File: config.mk
export PLATFORM = sky130hd
export DESIGN_NAME = fetch_unit
export DESIGN_NICKNAME = d
export VERILOG_FILES = /design/src/rtl/cpu_pkg.sv /design/src/rtl/fetch_timeout_ctr.sv /design/src/rtl/fetch_unit.sv
export SDC_FILE = /design/constraint.sdc
export NUM_CORES = 1
export LEC_CHECK = 0
export ABC_AREA = 0
export CORE_ASPECT_RATIO = 1.4
export CORE_UTILIZATION = 47
export CTS_CLUSTER_SIZE = 14
export DETAILED_ROUTE_END_ITERATION = 6
export PLACE_DENSITY = 0.81
export SLEW_MARGIN = 25
export SYNTH_ARGS = -nofsm -noshare
export SYNTH_HDL_FRONTEND = slang
export SYNTH_HIERARCHICAL = 1
export SYNTH_SLANG_ARGS = --single-unit
File: constraint.sdc
create_clock -name clk -period 2.79 [get_ports clk]
set_input_delay 0.558 -clock clk [delete_from_list [all_inputs] [get_ports clk]]
set_output_delay 0.558 -clock clk [all_outputs]
set_load 0.005 [all_outputs]
File: src/rtl/cpu_pkg.sv
// ============================================================================
// cpu_pkg : shared widths, fetch state encoding and opcodes of the 19-bit CPU
// Revision: 1.0
// ============================================================================
`default_nettype none

package cpu_pkg;

    localparam int CPU_DATA_W  = 19;
    localparam int CPU_ADDR_W  = 19;
    localparam int CPU_OPC_W   = 5;
    localparam int CPU_OPC_MSB = CPU_DATA_W - 1;
    localparam int CPU_OPC_LSB = CPU_DATA_W - CPU_OPC_W;

    typedef enum logic [1:0] {
        FETCH_IDLE = 2'd0,
        FETCH_REQ  = 2'd1,
        FETCH_HOLD = 2'd2
    } fetch_state_e;

    localparam logic [CPU_OPC_W-1:0] OP_NOP   = 5'd0;
    localparam logic [CPU_OPC_W-1:0] OP_LOAD  = 5'd1;
    localparam logic [CPU_OPC_W-1:0] OP_STORE = 5'd2;
    localparam logic [CPU_OPC_W-1:0] OP_ADD   = 5'd3;
    localparam logic [CPU_OPC_W-1:0] OP_SUB   = 5'd4;
    localparam logic [CPU_OPC_W-1:0] OP_AND   = 5'd5;
    localparam logic [CPU_OPC_W-1:0] OP_OR    = 5'd6;
    localparam logic [CPU_OPC_W-1:0] OP_JMP   = 5'd7;
    localparam logic [CPU_OPC_W-1:0] OP_BEQ   = 5'd8;
    localparam logic [CPU_OPC_W-1:0] OP_HALT  = 5'd31;

endpackage

`default_nettype wire

File: src/rtl/fetch_timeout_ctr.sv
// ============================================================================
// fetch_timeout_ctr : saturating wait counter with clear; reached_o flags the
//                     increment that brings the count to LIMIT
// Revision: 1.0
// ============================================================================
`default_nettype none

module fetch_timeout_ctr #(
    parameter int LIMIT = 15
) (
    input  logic clk,
    input  logic rst_n,
    input  logic clr_i,
    input  logic inc_i,
    output logic reached_o
);

    localparam int CW = $clog2(LIMIT + 1);

    logic [CW-1:0] cnt_q;

    always_ff @(posedge clk or negedge rst_n) begin
        if (!rst_n) begin
            cnt_q <= '0;
        end else if (clr_i) begin
            cnt_q <= '0;
        end else if (inc_i && (cnt_q != CW'(LIMIT))) begin
            cnt_q <= cnt_q + CW'(1);
        end
    end

    assign reached_o = inc_i && !clr_i && (cnt_q >= CW'(LIMIT - 1));

endmodule

`default_nettype wire

File: src/rtl/fetch_unit.sv
// ============================================================================
// fetch_unit : PC/IR owner; prefetches the word at PC into a one-entry buffer
// Revision: 1.0
// ============================================================================
`default_nettype none

module fetch_unit
    import cpu_pkg::*;
#(
    parameter int DATA_W  = CPU_DATA_W,
    parameter int ADDR_W  = CPU_ADDR_W,
    parameter int OPC_W   = CPU_OPC_W,
    parameter int TIMEOUT = 15
) (
    input  logic              clk,
    input  logic              rst_n,
    input  logic              en,
    input  logic              loadIR,
    input  logic              loadPC,
    input  logic              incPC,
    input  logic [ADDR_W-1:0] branch_addr,
    output logic              imem_req,
    output logic [ADDR_W-1:0] imem_addr,
    input  logic              imem_ack,
    input  logic [DATA_W-1:0] imem_rdata,
    output logic [DATA_W-1:0] ir,
    output logic [OPC_W-1:0]  opcode,
    output logic [ADDR_W-1:0] pc,
    output logic              buf_valid,
    output logic              stall,
    output logic              fetch_err
);

    fetch_state_e      state_q;
    logic [ADDR_W-1:0] pc_q;
    logic [ADDR_W-1:0] addr_q;
    logic [DATA_W-1:0] ir_q;
    logic [DATA_W-1:0] buf_q;
    logic              buf_valid_q;
    logic              req_q;
    logic              stall_q;
    logic              err_q;
    logic              discard_q;

    logic              w_pc_upd;
    logic [ADDR_W-1:0] w_pc_d;
    logic              w_in_req;
    logic              w_to_reached;

    assign w_pc_upd = loadPC || incPC;
    assign w_pc_d   = loadPC ? branch_addr : (pc_q + ADDR_W'(1));
    assign w_in_req = (state_q == FETCH_REQ);

    fetch_timeout_ctr #(
        .LIMIT     (TIMEOUT)
    ) u_timeout (
        .clk       (clk),
        .rst_n     (rst_n),
        .clr_i     (!w_in_req || imem_ack),
        .inc_i     (w_in_req && !imem_ack),
        .reached_o (w_to_reached)
    );

    always_ff @(posedge clk or negedge rst_n) begin
        if (!rst_n) begin
            state_q     <= FETCH_IDLE;
            pc_q        <= '0;
            addr_q      <= '0;
            ir_q        <= '0;
            buf_q       <= '0;
            buf_valid_q <= 1'b0;
            req_q       <= 1'b0;
            stall_q     <= 1'b0;
            err_q       <= 1'b0;
            discard_q   <= 1'b0;
        end else begin
            stall_q <= loadIR && !buf_valid_q;
            if (loadIR && buf_valid_q) begin
                ir_q <= buf_q;
            end
            if (w_pc_upd) begin
                pc_q <= w_pc_d;
            end

            case (state_q)
                FETCH_IDLE: begin
                    if (w_pc_upd) begin
                        buf_valid_q <= 1'b0;
                    end else if (en && !err_q) begin
                        state_q <= FETCH_REQ;
                        req_q   <= 1'b1;
                        addr_q  <= pc_q;
                    end
                end
                FETCH_REQ: begin
                    // A PC change while the read is outstanding makes its data stale.
                    if (imem_ack) begin
                        req_q     <= 1'b0;
                        discard_q <= 1'b0;
                        if (discard_q || w_pc_upd) begin
                            state_q <= FETCH_IDLE;
                        end else begin
                            buf_q       <= imem_rdata;
                            buf_valid_q <= 1'b1;
                            state_q     <= FETCH_HOLD;
                        end
                    end else if (w_to_reached) begin
                        err_q     <= 1'b1;
                        req_q     <= 1'b0;
                        discard_q <= 1'b0;
                        state_q   <= FETCH_IDLE;
                    end else if (w_pc_upd) begin
                        discard_q <= 1'b1;
                    end
                end
                FETCH_HOLD: begin
                    if (w_pc_upd) begin
                        buf_valid_q <= 1'b0;
                        state_q     <= FETCH_IDLE;
                    end
                end
                default: begin
                    state_q <= FETCH_IDLE;
                    req_q   <= 1'b0;
                end
            endcase
        end
    end

    assign imem_req  = req_q;
    assign imem_addr = addr_q;
    assign ir        = ir_q;
    assign opcode    = ir_q[DATA_W-1 -: OPC_W];
    assign pc        = pc_q;
    assign buf_valid = buf_valid_q;
    assign stall     = stall_q;
    assign fetch_err = err_q;

endmodule

`default_nettype wire

[After elaboration in Yosys (flattened, before gate mapping)]
Cells that the tools add are included.
W data, S select, Z words.
Storage, ports and cells
  register bits: 87
  input bits: 45
  output and inout bits: 66
  logic and storage cells: 77
Cells by class
  add/sub/neg operators: 2
  $lt $le $gt $ge: 1
  equality and inequality tests: 10
  muxes and demuxes: 22
  bitwise operators: 4
  reduce and logical (&&, ||, !) cells: 27
Operators with widths (count)
  $add A19 B1 Y19 const B: 1
  $mux W19: 1
  $mux W2: 6
  $reduce_and A4 Y1: 3
  $mux W1: 10
  $ne A2 B2 Y1 const B: 5
  $reduce_and A3 Y1: 3
  $mux W4: 2
  $logic_and A1 B1 Y1: 7
  $pmux W2 S3: 1
  $logic_not A1 Y1: 5
  $add A4 B1 Y4 const B: 1
  $ge A4 B4 Y1 const B: 1
  $ne A4 B4 Y1 const B: 1
  $not A1 Y1: 4
  $reduce_bool A2 Y1: 2
  $logic_or A1 B1 Y1: 3
  $ne A3 B2 Y1 const B: 1
  $pmux W1 S3: 1
  $reduce_bool A3 Y1: 1
  $eq A2 B1 Y1 const B: 1
  $eq A2 B2 Y1 const B: 1
  $logic_not A2 Y1: 1
  $ne A2 B1 Y1 const B: 1
  3 further kinds: 3

[Logic depth before layout (Yosys ltp)]
  depth after elaboration: 9
  depth in mapped cells: 6
  mapped depth without buffers: 6

[Cells and area by module]
Netlist, hierarchy kept.
Modules (own cells, without submodules)
  fetch_unit: times used 1, cells an instance 273, area an instance 3485.8 µm², seq. area each 2077.0 µm²
  fetch_timeout_ctr: times used 1, cells an instance 25, area an instance 239.0 µm², seq. area each 100.1 µm²

[Worst setup path after synthesis]
Ideal clock, no wire load.
  path type: input to register
  from: in incPC
  to: reg addr_q[10] (netlist: imem_addr[10])
  setup time: 0.125 ns
  data arrival time: 2.000 ns
  data required time: 2.665 ns
  setup slack: 0.665 ns
  cell stages on the path: 5
  path buffers: 1
  path through: nor3_1 -> nand3b_1 -> nor2_1 -> buf_2 -> mux2_2
On the way
  word-level cells in the longest chain between the ends: 3
RTL lines
  from (decl): RTL line fetch_unit.sv:20  | input logic incPC,
  $logic_or A1 B1 Y1: RTL line fetch_unit.sv:50  | assign w_pc_upd = loadPC || incPC;
  $not A1 Y1 (no source line)
  $reduce_and A3 Y1 (no source line)
  to (signal assigned): RTL line fetch_unit.sv:92  | addr_q <= pc_q;
  to (decl): RTL line fetch_unit.sv:36  | logic [ADDR_W-1:0] addr_q;
Every way passes these cells.
A chain may end at the register's enable or synchronous reset.

[Worst setup path in the final report]
  from: reg state_q[1]
  to: reg req_q (netlist: imem_req)
On the way
  word-level cells in the longest chain between the ends: 8
  elaborated cells on any way between the ends: 15
  classes of those cells: 5 x eq/ne; 1 x mux; 1 x bitwise; 8 x reduce/logical
RTL lines
  from (decl): RTL line fetch_unit.sv:34  | fetch_state_e state_q;
  from (signal assigned): RTL line fetch_unit.sv:66  | state_q <= FETCH_IDLE;
  from (signal assigned): RTL line fetch_unit.sv:90  | state_q <= FETCH_REQ;
  from (signal assigned): RTL line fetch_unit.sv:101  | state_q <= FETCH_IDLE;
  $eq A2 B1 Y1 (*): RTL line fetch_unit.sv:52  | assign w_in_req = (state_q == FETCH_REQ);
  $logic_not A1 Y1: RTL line fetch_unit.sv:59  | .clr_i (!w_in_req || imem_ack),
  $logic_or A1 B1 Y1: RTL line fetch_unit.sv:59
  $logic_not A1 Y1: RTL line fetch_timeout_ctr.sv:32  | assign reached_o = inc_i && !clr_i && (cnt_q >= CW'(LIMIT - 1));
  $logic_and A1 B1 Y1 (*) (2 in series): RTL line fetch_timeout_ctr.sv:32
  via w_to_reached: RTL line fetch_unit.sv:48  | logic w_to_reached;
  $ne A3 B2 Y1 (no source line) (*)
  $reduce_and A4 Y1 (no source line) (*)
  to (signal assigned): RTL line fetch_unit.sv:72  | req_q <= 1'b0;
  to (signal assigned): RTL line fetch_unit.sv:91  | req_q <= 1'b1;
  to (signal assigned): RTL line fetch_unit.sv:98  | req_q <= 1'b0;
  to (decl): RTL line fetch_unit.sv:40  | logic req_q;
The timed path passes the listed nets; every way through them passes the cells marked *.

==> results by group <==
Clock network
  • TritonCTS buffer count: 9
  • CTS tree: yes
  • Root Buffer: clkbuf_8
  • Clk pin slew, worst setup/hold paths: about 80 ps
  • Post-CTS Hold Buffers: 0
  • Worst-skew pair later-pin latency: around 350 ps
  • Clock Path Buffers: 2
  • Post-cts repair resize count: 0
  • CTS Sinks: 87
  • H-tree depth: 3
  • Post-CTS Setup Inserts: 0

Setup path
  • Reg2Reg Setup Slack: 570 ps
  • WP data required: between 3000 and 4000 ps
  • Crit path launch type: flop
  • Critical path peak fanout: 8
  • Reg-to-Reg Start: state_q[1]
  • Reg-to-Reg End: imem_req
  • CP Class: reg -> reg
  • CP arrival: ~2500 ps
  • Worst Reg-to-Reg Cells: 6
  • Endpoint type of the worst setup path: flop

Synth
  • Register bit count reported by yosys: 87
  • Syn Inst Count: 298
  • Number of synthesized flops with an enable pin: 0
  • Seq/Total Area, Yosys: 0.5845
  • Netlist cell types: 36
  • Synth async-reset ratio: 1.000
  • Prevailing post-synth register cell: dfrtp_1
  • Area share of the largest cell type after synthesis: 0.5845
  • Cell Area, Synth: between 3000 and 4000 um2
  • Cell taking the most area after synthesis: dfrtp_1
  • Syn Nets: between 300 and 400
  • Largest cells by area after synthesis: dfrtp_1 58%, mux2_2 18%, nand2_1 2.5%
  • Ys Warns: 6
  • Synth Area per Inst: roughly 12 um2

STA
  • Final setup viols: 0
  • Peak Freq: 450.7 MHz
  • Slew headroom: 0.5899
  • Final Hold Viols: 0
  • Final worst-path cycle share: 0.7952
  • TNS Setup: 0 ps
  • Clk_skew: around 7.7 ps
  • Slew Viols, Final: 0
  • RSZ-0062 raised after global routing: false
  • Worst-Margin Slew: just over 600 ps
  • Post-layout min period: 2219 ps

Global routing
  • First-pass GRT wire length: approximately 13 mm
  • Total grt overflow: 0
  • Initial antenna violation count: 0
  • Tot GR Track Use: 0.2093
  • Vias in the first global route: between 2000 and 3000
  • Largest net degree at the start of global routing: between 40 and 50

Power
  • Combinational fraction of design power: 0.232
  • Net Sw Frac: 0.2490
  • Clock share of power: 0.264
  • Psw: approximately 820 uW
  • P per Cell Area: about 640 nW/um2
  • Total Power: around 3.3 mW
  • Leakage: approximately 2.2 nW
  • Worst vdd ir: roughly 0.00050 V
  • Pint: 2.472 mW
  • Seq pwr share: 0.504

Detailed routing
  • WL final: around 8.1 mm
  • Drt first pass iters: 4
  • Final ANT Viol Nets: 0
  • Overall via count from detail_route: between 2000 and 3000
  • Iteration-0 DRC Markers: 96
  • Detailed-route DRC error count: 0
  • DR vias/cell: around 5.2
  • Routed wire length per instance: between 15 and 20 um

Finish
  • Diodes inserted: 0
  • Area grow syn2layout: 38.06%
  • Most frequent cells in the layout: 109 x clkdlybuf4s50_1, 87 x dfrtp_1, 59 x mux2_2
  • Nets: 461
  • Finished Layout Cells: 518
  • Layout cell share with drive strength beyond 1: 0.2057
  • Leading cell type in the layout, fill and taps excluded: clkdlybuf4s50_1

Place
  • PortBufs: 110
  • # placed instances: ~500
  • Hpwl dp: roughly 5.8 mm
  • RePlAce Congestion: 0.8139

Die
  • Rows: 38
  • Initial Utilization: 0.4836
  • DIE AREA: about 8300 um2
  • Die Ht: 107.3 um
  • Num ports: between 100 and 150
  • Core box area: approximately 7700 um2
  • Die Width: ~77 um

Run
  • Max cap viols: 0

Hold path
  • Hold crit path type: in -> async

Status
  • Status: completed
## cells by family (layout without fill, tap and decap cells)
group	count (synthesis)	count (layout)	synth area share
simple gates	77	77	0.1068
xor+xnor	12	12	0.02822
flops	87	87	0.5845
mux	60	60	0.1811
compound gates	35	35	0.05946
fa+ha+maj	3	3	0.01008
buf+inv	24	144	0.02990
## metal layers
metal,wire [um],vias to the layer above,track usage
li1,-,1276,-
met2,3993,94,0.3489
met4,91,0,0.08491
met5,0,-,0
met3,542,11,0.05847
met1,3456,1327,0.2551
## power groups by stage
stage	Sequential, mW	Combinational [mW]	Clock [mW]
2_1_floorplan	1.67	0.293	0
3_3_place_gp	1.67	0.750	0
3_5_place_dp	1.68	0.773	0
4_1_cts	1.66	0.778	0.889
5_1_grt	1.70	0.823	0.935
6_report	1.66	0.764	0.868
## area by class of cell
type	instances	area, um2
clock buffers	13	148.9
clock inverters	3	42.54
flip-flops and latches	87	2177
fillers	608	2560
repair buffers	119	1179
multi-input cells	187	1436
well taps	100	125.1
inverters	9	33.78
## Yosys cell counts, types with 3 or more instances
cell and n:
nand3_1 5, nand4_1 5, dfrtp_1 87, nor2_1 14, ha_1 3, or4_1 4, buf_4 5, nand3b_1 3
xnor2_1 8, nor2b_1 5, o31ai_1 3, nor4_1 4, mux2_2 59, nand2_1 25, a31oi_1 6, nor3_1 6
xor2_1 4, inv_1 9, clkbuf_1 6, o21ai_0 16
## critical path: stages, from the launching register on
cell	delay, ps
dfrtp_1	440
nor2b_1	220
nor2b_1	370
inv_1	210
nor4_1	580
o31a_1	210
o22ai_1	80
## registers in the layout (all words and copies together) (netlist names)
name	count
buf_q	19
buf_valid	1
discard_q	1
fetch_err	1
imem_addr	19
imem_req	1
ir	19
pc	19
stall	1
state_q	2
u_timeout/cnt_q	4
## worst max-delay path by stage
stage,from,to,slack (ps),cells past startpoint
after floorplan,incPC,imem_addr[10],670,5
after global placement,incPC,imem_addr[13],350,6
after detailed placement,imem_ack,imem_req,240,6
after CTS,state_q[1],imem_req,590,6
after global routing,state_q[1],imem_req,350,6
final,state_q[1],imem_req,570,6
## through the flow
step	utilization	hold slack [ps]	instance area, um2	setup WS, ps
4_1_cts	0.6676	216.2	5142	594.0
6_report	0.6676	206.8	5142	571.3
5_1_grt	0.6676	246.0	5142	349.8
3_5_place_dp	0.6428	476.1	4951	244.4
2_1_floorplan	-	262.4	3725	665.2
3_3_place_gp	0.6428	468.4	4951	351.5
(Power assumes the default switching activity.)
